===== src/rtl/iq_scale_block_ctrl_if.sv =====
// Signal bundle between the IQ block scaler controller and its deserializer,
// buffer RAMs, divider and multiplier stage.
interface iq_scale_block_ctrl_if #(
    parameter int ADDR_W = 10,
    parameter int SF_W   = 12
);
    logic              in_valid;
    logic [31:0]       in_data;
    logic              wr_en;
    logic              wr_buf;
    logic [ADDR_W-1:0] wr_addr;
    logic              div_start;
    logic [15:0]       div_denom;
    logic              div_done;
    logic [15:0]       div_quotient;
    logic              out_ready;
    logic              rd_en;
    logic              rd_buf;
    logic [ADDR_W-1:0] rd_addr;
    logic              out_valid;
    logic              out_comma;
    logic [SF_W-1:0]   scaling_factor;
    logic              overrun;
    logic [15:0]       block_cnt;
    logic [15:0]       drop_cnt;

    modport master (
        input  in_valid, in_data, div_done, div_quotient, out_ready,
        output wr_en, wr_buf, wr_addr, div_start, div_denom, rd_en, rd_buf, rd_addr,
               out_valid, out_comma, scaling_factor, overrun, block_cnt, drop_cnt
    );

    modport slave (
        output in_valid, in_data, div_done, div_quotient, out_ready,
        input  wr_en, wr_buf, wr_addr, div_start, div_denom, rd_en, rd_buf, rd_addr,
               out_valid, out_comma, scaling_factor, overrun, block_cnt, drop_cnt
    );
endinterface


===== src/rtl/iq_scale_block_ctrl.sv =====
// Block IQ scaler sequencer: comma-aligned capture into ping-pong buffers, shared
// divider arbitration and in-order drain. Define IQ_SCALE_CTRL_STATS_EN for block/drop counters.
module iq_scale_block_ctrl #(
    parameter int BLOCK_SIZE      = 1024,
    parameter int ADDR_W          = 10,
    parameter int SF_W            = 12,
    parameter int MAX_QUANT_VALUE = 32767
) (
    input  logic                 clk,
    input  logic                 rst,
    iq_scale_block_ctrl_if.master bus
);
    localparam logic [ADDR_W-1:0] LAST    = ADDR_W'(BLOCK_SIZE - 1);
    localparam logic [14:0]       MAG_MAX = 15'(MAX_QUANT_VALUE);
    localparam logic [SF_W-1:0]   SF_MAX  = '1;

    typedef enum logic [1:0] {HUNT, FILL, NEXT} cap_t;
    typedef enum logic [2:0] {B_FREE, B_FILLING, B_PEND, B_DIV, B_READY, B_DRAIN} buf_t;

    cap_t              cap_st, cap_nxt;
    buf_t              bst [2];
    logic [14:0]       peak [2];
    logic [SF_W-1:0]   factor [2];
    logic              cstart [2];
    logic              old;
    logic              cap_buf, cap_comma;
    logic [ADDR_W-1:0] idx;
    logic [14:0]       run_peak, peak_upd;
    logic              drain_act, drain_comma, rd_buf;
    logic [ADDR_W-1:0] rd_addr;
    logic [SF_W-1:0]   sf;
    logic              out_valid, out_comma;
    logic              div_start;
    logic [15:0]       div_denom;

    function automatic logic [14:0] mag(input logic [15:0] x);
        logic [15:0] n;
        n = x[15] ? (~x + 16'd1) : x;
        return n[15] ? MAG_MAX : n[14:0];
    endfunction

    logic        is_comma;
    logic [14:0] mag_i, mag_q, samp_mag;
    always_comb begin
        is_comma = bus.in_valid && ((bus.in_data[7:0] == 8'hFC) || (bus.in_data[15:8] == 8'hFC) ||
                                    (bus.in_data[23:16] == 8'hFC) || (bus.in_data[31:24] == 8'hFC));
        mag_i    = mag(bus.in_data[15:0]);
        mag_q    = mag(bus.in_data[31:16]);
        samp_mag = (mag_i > mag_q) ? mag_i : mag_q;
        peak_upd = (samp_mag > run_peak) ? samp_mag : run_peak;
    end

    // ---------------- capture FSM ----------------
    logic              start, start_buf, start_comma, adv, done, ovf;
    logic              wr_en, wr_buf;
    logic [ADDR_W-1:0] wr_addr;

    always_ff @(posedge clk) begin
        if (rst) cap_st <= HUNT;
        else     cap_st <= cap_nxt;
    end

    always_comb begin
        cap_nxt     = cap_st;
        start       = 1'b0;
        start_buf   = cap_buf;
        start_comma = 1'b0;
        adv         = 1'b0;
        done        = 1'b0;
        ovf         = 1'b0;
        unique case (cap_st)
            HUNT: if (is_comma && (bst[0] == B_FREE || bst[1] == B_FREE)) begin
                start       = 1'b1;
                start_buf   = (bst[0] == B_FREE) ? 1'b0 : 1'b1;
                start_comma = 1'b1;
                cap_nxt     = FILL;
            end
            NEXT: if (bus.in_valid) begin
                if (bst[~cap_buf] == B_FREE) begin
                    start       = 1'b1;
                    start_buf   = ~cap_buf;
                    start_comma = is_comma;
                    cap_nxt     = FILL;
                end else begin
                    ovf     = 1'b1;
                    cap_nxt = HUNT;
                end
            end
            FILL: if (is_comma) begin
                // mid-block comma restarts the block in place
                start       = 1'b1;
                start_comma = 1'b1;
            end else if (bus.in_valid) begin
                adv = 1'b1;
                if (idx == LAST) begin
                    done    = 1'b1;
                    cap_nxt = NEXT;
                end
            end
            default: cap_nxt = HUNT;
        endcase
        wr_en   = start | adv;
        wr_buf  = start ? start_buf : cap_buf;
        wr_addr = start ? '0 : idx;
    end

    always_ff @(posedge clk) begin
        if (rst) begin
            cap_buf   <= 1'b0;
            cap_comma <= 1'b0;
            idx       <= '0;
            run_peak  <= '0;
        end else if (start) begin
            cap_buf   <= start_buf;
            cap_comma <= start_comma;
            idx       <= ADDR_W'(1);
            run_peak  <= start_comma ? '0 : samp_mag;
        end else if (adv) begin
            idx      <= idx + 1'b1;
            run_peak <= peak_upd;
        end
    end

    // ---------------- buffer arbitration ----------------
    // 'old' names the buffer whose block completed first, keeping divide and drain in order.
    logic [1:0] post, div_cand, drain_cand;
    logic       div_go, div_sel, drain_go, drain_sel, rd_en, drain_end;
    always_comb begin
        post[0]       = bst[0] inside {B_PEND, B_DIV, B_READY, B_DRAIN};
        post[1]       = bst[1] inside {B_PEND, B_DIV, B_READY, B_DRAIN};
        div_cand[0]   = bst[0] == B_PEND && peak[0] != '0 && !(bst[1] == B_PEND && old != 1'b0);
        div_cand[1]   = bst[1] == B_PEND && peak[1] != '0 && !(bst[0] == B_PEND && old != 1'b1);
        drain_cand[0] = bst[0] == B_READY && !(post[1] && old != 1'b0);
        drain_cand[1] = bst[1] == B_READY && !(post[0] && old != 1'b1);
        div_go        = bst[0] != B_DIV && bst[1] != B_DIV && (|div_cand);
        div_sel       = !div_cand[0];
        drain_go      = !drain_act && (|drain_cand);
        drain_sel     = !drain_cand[0];
        rd_en         = drain_act && bus.out_ready;
        drain_end     = rd_en && rd_addr == LAST;
    end

    always_ff @(posedge clk) begin
        if (rst) begin
            old       <= 1'b0;
            div_start <= 1'b0;
            div_denom <= '0;
            for (int b = 0; b < 2; b++) begin
                bst[b]    <= B_FREE;
                peak[b]   <= '0;
                factor[b] <= '0;
                cstart[b] <= 1'b0;
            end
        end else begin
            div_start <= div_go;
            if (div_go) div_denom <= {1'b0, peak[div_sel]};
            if (done)   old <= post[~cap_buf] ? ~cap_buf : cap_buf;
            for (int b = 0; b < 2; b++) begin
                case (bst[b])
                    B_FREE:    if (start && start_buf == 1'(b)) bst[b] <= B_FILLING;
                    B_FILLING: if (done && cap_buf == 1'(b)) begin
                        bst[b]    <= B_PEND;
                        peak[b]   <= peak_upd;
                        cstart[b] <= cap_comma;
                    end
                    B_PEND: if (peak[b] == '0) begin
                        bst[b]    <= B_READY;
                        factor[b] <= SF_MAX;
                    end else if (div_go && div_sel == 1'(b)) begin
                        bst[b] <= B_DIV;
                    end
                    B_DIV: if (bus.div_done) begin
                        bst[b]    <= B_READY;
                        factor[b] <= (bus.div_quotient > 16'(SF_MAX)) ? SF_MAX : bus.div_quotient[SF_W-1:0];
                    end
                    B_READY:   if (drain_go && drain_sel == 1'(b)) bst[b] <= B_DRAIN;
                    B_DRAIN:   if (drain_end) bst[b] <= B_FREE;
                    default:   bst[b] <= B_FREE;
                endcase
            end
        end
    end

    // ---------------- drain ----------------
    always_ff @(posedge clk) begin
        if (rst) begin
            drain_act   <= 1'b0;
            drain_comma <= 1'b0;
            rd_buf      <= 1'b0;
            rd_addr     <= '0;
            sf          <= '0;
            out_valid   <= 1'b0;
            out_comma   <= 1'b0;
        end else begin
            out_valid <= rd_en;
            out_comma <= rd_en && rd_addr == '0 && drain_comma;
            if (drain_go) begin
                drain_act   <= 1'b1;
                drain_comma <= cstart[drain_sel];
                rd_buf      <= drain_sel;
                rd_addr     <= '0;
                sf          <= factor[drain_sel];
            end else if (rd_en) begin
                rd_addr <= rd_addr + 1'b1;
                if (drain_end) drain_act <= 1'b0;
            end
        end
    end

    assign bus.wr_en          = wr_en;
    assign bus.wr_buf         = wr_buf;
    assign bus.wr_addr        = wr_addr;
    assign bus.div_start      = div_start;
    assign bus.div_denom      = div_denom;
    assign bus.rd_en          = rd_en;
    assign bus.rd_buf         = rd_buf;
    assign bus.rd_addr        = rd_addr;
    assign bus.out_valid      = out_valid;
    assign bus.out_comma      = out_comma;
    assign bus.scaling_factor = sf;
    assign bus.overrun        = ovf;

`ifdef IQ_SCALE_CTRL_STATS_EN
    logic [15:0] blk_q, drop_q;
    logic        abort_evt;
    assign abort_evt = (cap_st == FILL) && is_comma;
    always_ff @(posedge clk) begin
        if (rst) begin
            blk_q  <= '0;
            drop_q <= '0;
        end else begin
            if (drain_end && blk_q != 16'hFFFF)             blk_q  <= blk_q + 16'd1;
            if ((ovf || abort_evt) && drop_q != 16'hFFFF)  drop_q <= drop_q + 16'd1;
        end
    end
    assign bus.block_cnt = blk_q;
    assign bus.drop_cnt  = drop_q;
`else
    assign bus.block_cnt = '0;
    assign bus.drop_cnt  = '0;
`endif
endmodule


===== src/flat_wrapper.sv =====
// flat-port wrapper written by rule: the top's interface ports become plain ports
module iq_scale_block_ctrl_flat 
#(
    parameter int BLOCK_SIZE      = 1024,
    parameter int ADDR_W          = 10,
    parameter int SF_W            = 12,
    parameter int MAX_QUANT_VALUE = 32767
)
  (clk, rst, bus_in_valid, bus_in_data, bus_div_done, bus_div_quotient, bus_out_ready, bus_wr_en, bus_wr_buf, bus_wr_addr, bus_div_start, bus_div_denom, bus_rd_en, bus_rd_buf, bus_rd_addr, bus_out_valid, bus_out_comma, bus_scaling_factor, bus_overrun, bus_block_cnt, bus_drop_cnt);
  iq_scale_block_ctrl_if #(.ADDR_W(ADDR_W), .SF_W(SF_W)) bus_i ();
  input  logic clk;
  input  logic rst;
  input wire logic [$bits(bus_i.in_valid)-1:0] bus_in_valid;
  input wire logic [$bits(bus_i.in_data)-1:0] bus_in_data;
  input wire logic [$bits(bus_i.div_done)-1:0] bus_div_done;
  input wire logic [$bits(bus_i.div_quotient)-1:0] bus_div_quotient;
  input wire logic [$bits(bus_i.out_ready)-1:0] bus_out_ready;
  output wire logic [$bits(bus_i.wr_en)-1:0] bus_wr_en;
  output wire logic [$bits(bus_i.wr_buf)-1:0] bus_wr_buf;
  output wire logic [$bits(bus_i.wr_addr)-1:0] bus_wr_addr;
  output wire logic [$bits(bus_i.div_start)-1:0] bus_div_start;
  output wire logic [$bits(bus_i.div_denom)-1:0] bus_div_denom;
  output wire logic [$bits(bus_i.rd_en)-1:0] bus_rd_en;
  output wire logic [$bits(bus_i.rd_buf)-1:0] bus_rd_buf;
  output wire logic [$bits(bus_i.rd_addr)-1:0] bus_rd_addr;
  output wire logic [$bits(bus_i.out_valid)-1:0] bus_out_valid;
  output wire logic [$bits(bus_i.out_comma)-1:0] bus_out_comma;
  output wire logic [$bits(bus_i.scaling_factor)-1:0] bus_scaling_factor;
  output wire logic [$bits(bus_i.overrun)-1:0] bus_overrun;
  output wire logic [$bits(bus_i.block_cnt)-1:0] bus_block_cnt;
  output wire logic [$bits(bus_i.drop_cnt)-1:0] bus_drop_cnt;
  assign bus_i.in_valid = bus_in_valid;
  assign bus_i.in_data = bus_in_data;
  assign bus_i.div_done = bus_div_done;
  assign bus_i.div_quotient = bus_div_quotient;
  assign bus_i.out_ready = bus_out_ready;
  assign bus_wr_en = bus_i.wr_en;
  assign bus_wr_buf = bus_i.wr_buf;
  assign bus_wr_addr = bus_i.wr_addr;
  assign bus_div_start = bus_i.div_start;
  assign bus_div_denom = bus_i.div_denom;
  assign bus_rd_en = bus_i.rd_en;
  assign bus_rd_buf = bus_i.rd_buf;
  assign bus_rd_addr = bus_i.rd_addr;
  assign bus_out_valid = bus_i.out_valid;
  assign bus_out_comma = bus_i.out_comma;
  assign bus_scaling_factor = bus_i.scaling_factor;
  assign bus_overrun = bus_i.overrun;
  assign bus_block_cnt = bus_i.block_cnt;
  assign bus_drop_cnt = bus_i.drop_cnt;
  iq_scale_block_ctrl #(.BLOCK_SIZE(BLOCK_SIZE), .ADDR_W(ADDR_W), .SF_W(SF_W), .MAX_QUANT_VALUE(MAX_QUANT_VALUE)) u_core (.clk(clk), .rst(rst), .bus(bus_i));
endmodule

===== config.mk =====
export PLATFORM = sky130hd
export DESIGN_NAME = iq_scale_block_ctrl_flat
export DESIGN_NICKNAME = d
export VERILOG_FILES = /design/src/rtl/iq_scale_block_ctrl_if.sv /design/src/rtl/iq_scale_block_ctrl.sv /design/src/flat_wrapper.sv
export SDC_FILE = /design/constraint.sdc
export NUM_CORES = 1
export LEC_CHECK = 0
export CORE_MARGIN = 2
export CORE_UTILIZATION = 58
export DETAILED_ROUTE_END_ITERATION = 6
export PLACE_DENSITY_LB_ADDON = 0.08
export RECOVER_POWER = 100
export REMOVE_ABC_BUFFERS = 1
export SLEW_MARGIN = 20
export SYNTH_ARGS = -nofsm -noshare
export SYNTH_HDL_FRONTEND = slang
export SYNTH_SLANG_ARGS = --single-unit

===== constraint.sdc =====
create_clock -name clk -period 12.93 [get_ports clk]
set_input_delay 2.586 -clock clk [delete_from_list [all_inputs] [get_ports clk]]
set_output_delay 2.586 -clock clk [all_outputs]
set_load 0.005 [all_outputs]

==> out/results.ini, run 1 <==
[status]
status = finished, violations left
failed_checks = max-capacitance violations, max-slew violations

[worst_setup_path]
arrival_ns = 10.54
reg2reg_slack_ns = 9.26
cpLargestDelayFamily = compound AO/OA/AOI/OAI gates
start_kind = input port
end_kind = flop
crit_required_ns = 13.11
cp_slowest_stage_delay_ns = 1.41
crit_buf_inv = 3
cp_slowest_cell = a22oi_1
critPathKind = input port to flop
path_cells = dlygate4sd3_1 -> or4_1 -> nor4_1 -> a21oi_1 -> o22ai_1 -> inv_1 -> ha_1 -> and4_1 -> and3_1 -> o221ai_1 -> a22oi_1 -> mux2_1 -> ha_1 -> nand4_1 -> a211oi_1 -> o21ai_0 -> a31oi_1 -> clkbuf_1 -> a21oi_1 -> a32oi_1 -> nor2_1
cp_max_fo = 23

[finish]
fin_nets = 1087
mostFrequentLayoutCells = 138 x nor2_1, 74 x nand2_1, 73 x dfxtp_1
final_cells = 1193
final_common_cell = nor2_1
drive_gt1_share_pct = 7.31
syn_to_final_growth_pct = 19.7

[power]
leakagePower_nw = 3.92
finalPower_mw = 1.29
power_density_mw_per_mm2 = 132
ir_drop_mv = 0.0939

[floorplanning]
die-height_um = 123
ios = 141
initial_core_util_pct = 59.3
core_area_mm2 = 0.0138
die_w_um = 123
rows = 43
dieArea_mm2 = 0.0151

[logic_synthesis]
yosysTopAreaCellShare_pct = 22.7
synth_area_per_cell_um2 = 9.00
ys_ff_latch = 135
ys_warn_count = 0
synth_cell_types = 84
async_flop_share_pct = 0
syn_inst = 911
synth_edf_count = 62
ys_dominant_reg_cell = dfxtp_1
yosys.area.top_type = edfxtp_1
yosysSeqAreaShare_pct = 40.5
synth_top_cells_by_area = edfxtp_1 23%, dfxtp_1 18%, nor2_1 6.3%
syn_area_mm2 = 0.00820

[cts]
cts_resized = 0
h-tree-depth = 4
hold_buffers = 0
cts_buffers = 17
numClockSinks = 135
postCtsSetupBuffers = 0
cts_buffer_depth = 2
cts_tree = done
clockRootBuffer = clkbuf_16
clk_pin_slew_ns = 0.06
clk_latency_ns = 0.41

[sta]
setup_tns_ns = 0
tightest_slew_ns = 2.88
slew_viol_final = 96
fin_crit_sh_pct = 80.2
hold_violations = 0
finalCriticalPeriod_ns = 10.36
worst_hold_slack_ns = 0.483
clock_skew_ns = 0.00742
max_slew_margin_pct = -92.0
timing.fmax_mhz = 96.5
setup_viol = 0
finalWorstSetupSlack_ns = 2.57
rsz0062_at_grt = false

[global_route]
grt_max_degree = 62
grt_use_total_pct = 25.6
grt_pass1_wl_um = 30700
grt_pass1_vias = 6344
grt-ovfl-total = 0
grt_antenna_before_repair = 1

[routing]
wl_per_cell_um = 15.7
drt_wl_total_um = 18700
ant_nets = 0
vias_per_cell = 5.80
first_iter_violations = 394
drcViolationCount = 0
vias = 6919
dr.pass1.iters = 5

[worst_hold_path]
hold_class = flop to flop

[place]
gp_congestion = 0.902
dp_hpwl_um = 13300
port_buffers = 107
dp_cells = 1160
dpl_worst_slack_ns = 3.70

[run]
drv_cap = 3

-- cells by family (layout without fill, tap and decap cells) --
group                      count (synthesis)  in the layout  synth area share [%]
and+or+nand+nor                          355            355                  21.4
AOI/OAI and AO/OA                        190            190                  16.7
DFF                                      135            135                  40.5
buffers and inverters                    125            194                  7.69
xor gates and xnor gates                  38             38                  4.06
adders and majority gates                 35             35                  5.34
muxes                                     32             32                  4.24
other                                      1             34                0.0457
-- layer usage --
| layer | vias to the layer above | part of all wire, % | GRT usage, % |
|---|---|---|---|
| li1 | 3423 | - | - |
| met1 | 3232 | 47 | 36.4 |
| met2 | 241 | 46 | 39.7 |
| met3 | 23 | 6.0 | 5.21 |
| met4 | 0 | 1.6 | 7.33 |
| met5 | - | 0 | 0 |
-- worst paths after layout --
path                                           from  cells after the start                 end
worst min-delay path               u_core.cap_comma                      2    u_core.cap_comma
worst min register to register     u_core.cap_comma                      2    u_core.cap_comma
worst max register to register  u_core.run_peak[14]                     10  u_core.run_peak[9]
worst max-delay path                 bus_in_data[8]                     21  u_core.run_peak[9]
-- cell type report --
cell class	instances	area [um^2]
clock buffers	23	523
well taps	180	225
inverters	49	184
clock inverters	9	100
flip-flops and latches	135	3320
multi-input cells	683	4360
fillers	1073	4010
repair buffers	113	1100
diodes	1	2.50
-- state kept, by name, indices dropped and copies added (netlist names) --
name,count
u_core.drain_comma,1
u_core.cap_st,2
u_core.cap_buf,1
u_core.bus.out_valid,1
u_core.factor,24
u_core.idx,10
u_core.cstart,2
u_core.bus.rd_buf,1
u_core.old,1
u_core.cap_comma,1
u_core.bst,6
u_core.drain_act,1
u_core.bus.scaling_factor,12
u_core.bus.rd_addr,10
u_core.bus.div_start,1
u_core.run_peak,15
u_core.bus.div_denom,15
u_core.bus.out_comma,1
u_core.peak,30
-- tightest hold or removal path: cells and delay by family, from the launching register on --
family | cells | cell delay, ns
buffers and inverters | 1 | 0.06
DFF | 1 | 0.30
AOI/OAI and AO/OA | 1 | 0.07
-- synthesized netlist by cell type, drive strengths merged (2+ instances only) --
cell type and number:
nor2 139, nand2 76, dfxtp 73, a21oi 65, edfxtp 62, inv 49
buf 47, ha 35, nand3 30, clkbuf 29, xor2 25, mux2i 23
a211oi 20, and2 19, o21ai 19, a311oi 17, nor4 17, nand4 15
xnor2 13, a32oi 11, and3 11, nor3 11, o31ai 11, mux2 9
or4 8, a21o 7, a31oi 7, nand2b 7, nor2b 5, or3 5
a221oi 4, o211ai 4, and4 3, or2 3, a2111o 2, a221o 2
a22oi 2, a311o 2, o211a 2, o21a 2, o41a 2, o41ai 2
-- metrics by stage --
stage	area, um^2	utilization [%]
5_1_grt	9820	71.0
6_report	9820	71.0
4_1_cts	9850	71.2
3_3_place_gp	9230	66.7
2_1_floorplan	7870	-
3_5_place_dp	9230	66.7
-- report_power, final --
part | leakage (nW) | internal, mW | switching [mW]
clock | 0.310 | 0.309 | 0.187
combinational | 2.40 | 0.127 | 0.163
sequential | 1.21 | 0.483 | 0.0239
Note: power is estimated with default switching activity, not from simulation.
==> inputs of run 2 (changes only) <==
--- a/config.mk
+++ b/config.mk
@@ -6,7 +6,7 @@
 export NUM_CORES = 1
 export LEC_CHECK = 0
 export CORE_MARGIN = 2
-export CORE_UTILIZATION = 58
+export CORE_UTILIZATION = 49
 export DETAILED_ROUTE_END_ITERATION = 6
 export PLACE_DENSITY_LB_ADDON = 0.08
 export RECOVER_POWER = 100
==> constraint.sdc (replaced) <==
create_clock -name clk -period 8.85 [get_ports clk]
set_input_delay 1.77 -clock clk [delete_from_list [all_inputs] [get_ports clk]]
set_output_delay 1.77 -clock clk [all_outputs]
set_load 0.005 [all_outputs]
==> run 2 against run 1 <==
The flow still finishes with violations (max-capacitance violations, max-slew violations). Register-to-register slack got worse by 3.8 ns. Sequential share of layout area fell by 0.38 points. Combinational power is 49% higher. Die area increased by 18%. Sequential power grew 46%. Critical path depth is 3 higher. Worst setup slack lost 1.5 ns. Via count decreased by 2.1%. Clock skew rose by 0.0041 ns. Total power up 50%. Critical path type unchanged.
==> out/results.ini, run 2 (synthesis gave the netlist of run 1 again) <==
[power]
finalPower_mw = 1.95
leakagePower_nw = 3.94
ir_drop_mv = 0.142
power_density_mw_per_mm2 = 196

[global_route]
grt_pass1_vias = 6277
grt_use_total_pct = 21.7
grt_antenna_before_repair = 1
grt_pass1_wl_um = 31500
grt_max_degree = 62
grt-ovfl-total = 0

[sta]
rsz0062_at_grt = false
fin_crit_sh_pct = 87.6
max_slew_margin_pct = -100
worst_hold_slack_ns = 0.486
clock_skew_ns = 0.0115
finalCriticalPeriod_ns = 7.75
setup_tns_ns = 0
tightest_slew_ns = 3.01
finalWorstSetupSlack_ns = 1.10
setup_viol = 0
slew_viol_final = 62
hold_violations = 0
timing.fmax_mhz = 129

[place]
dp_hpwl_um = 13500
gp_congestion = 0.888
dpl_worst_slack_ns = 1.20
dp_cells = 1203
place_area_mm2 = 0.00930
port_buffers = 107

[floorplanning]
die-height_um = 133
initial_core_util_pct = 49.8
die_w_um = 133
rows = 47
core_area_mm2 = 0.0165
dieArea_mm2 = 0.0178
ios = 141

[worst_hold_path]
hold_start = u_core.run_peak[7]
hold_class = flop to flop

[worst_setup_path]
rr_worst_depth = 7
crit-reg2reg-capture = u_core.factor[1][9]
cp-startpoint = bus_in_data[9]
critPathKind = input port to flop
reg2reg_slack_ns = 5.50
r2r_start = u_core.bst[1][1]
end_kind = flop
start_kind = input port
crit_end = u_core.peak[0][6]
arrival_ns = 7.86
crit_required_ns = 8.95
cp_max_fo = 13

[finish]
drive_gt1_share_pct = 7.68
reg_top3 = u_core.peak: 30 flops, u_core.factor: 24 flops
mostFrequentLayoutCells = 138 x nor2_1, 74 x nand2_1, 73 x dfxtp_1
finalInstanceArea_mm2 = 0.00993
largest_reg_flops = 30
num_antenna_cells = 0
final_common_cell = nor2_1
regArea_mm2 = 0.00332
postLayoutCoreUtil_pct = 60.3
final_cells = 1235
fillers = 1496
multi_input_area_mm2 = 0.00438
top_register = u_core.peak
fin_nets = 1090
syn_to_final_growth_pct = 21.1

[routing]
drcViolationCount = 0
vias = 6776
first_iter_violations = 440
dr.pass1.iters = 5
vias_per_cell = 5.49
ant_nets = 0
wl_per_cell_um = 15.3
drt_wl_total_um = 18800

[cts]
clk_pin_slew_ns = 0.05
clockRootBuffer = clkbuf_16
h-tree-depth = 4
numClockSinks = 135
cts_buffer_depth = 2
hold_buffers = 0
clk_latency_ns = 0.42
cts_buffers = 17
cts_resized = 0
postCtsSetupBuffers = 0
cts_tree = done

[status]
failed_checks = max-capacitance violations, max-slew violations
status = finished, violations left

[run]
drv_cap = 2

==> run 2: cell count changes in the layout (fill, tap and decap cells not counted), moves of 2 or more <==
| cell | change |
|---|---|
| buf_4 | +5 |
| bufinv_16 | +4 |
| clkbuf_16 | -3 |
| inv_6 | -3 |
| clkinv_1 | +2 |
| clkinv_2 | +2 |
| clkinv_4 | -2 |
==> run 2: area by class of cell <==
class	count	area share [%]
multi-input cells	683	44.1
flip-flops and latches	135	33.5
repair buffers	116	11.4
clock buffers	23	4.71
well taps	220	2.77
inverters	49	1.85
clock inverters	9	1.74
==> run 2: routing by layer <==
metal	GRT usage, %	wire [um]
met5	0	11
met4	5.61	222
met3	4.15	957
met2	35.1	8630
met1	30.2	9030
==> run 2: worst min-delay path by stage <==
| stage | cells past startpoint | end |
|---|---|---|
| final | 2 | u_core.run_peak[7] |
| after detailed placement | 2 | u_core.run_peak[7] |
| after CTS | 2 | u_core.cap_comma |
| after floorplan | 2 | u_core.cap_comma |
| after global placement | 2 | u_core.cap_comma |
| after global routing | 2 | u_core.bus.scaling_factor[3] |
==> run 2: report_power, final <==
part,switching [mW],internal [mW]
sequential,0.0335,0.706
clock,0.261,0.514
combinational,0.240,0.191
total,0.535,1.41
==> run 2: critical path, stage by stage <==
cell and delay (ns):
dlygate4sd3_1 0.62, or4_1 0.65, o41a_1 0.46, a211oi_1 0.22, a21o_2 0.17, inv_1 0.05, ha_1 0.28, and4_1 0.23
and3_1 0.21, o221ai_1 0.14, a22oi_2 0.23, buf_4 0.22, nor2_1 0.06, a21oi_1 0.25, clkinv_1 0.15, ha_1 0.32
nand4_1 0.16, a211oi_1 0.19, o21ai_0 0.11, a31oi_1 0.71, buf_4 0.33, nor2_1 0.06, a21oi_1 0.18, nor2_1 0.08
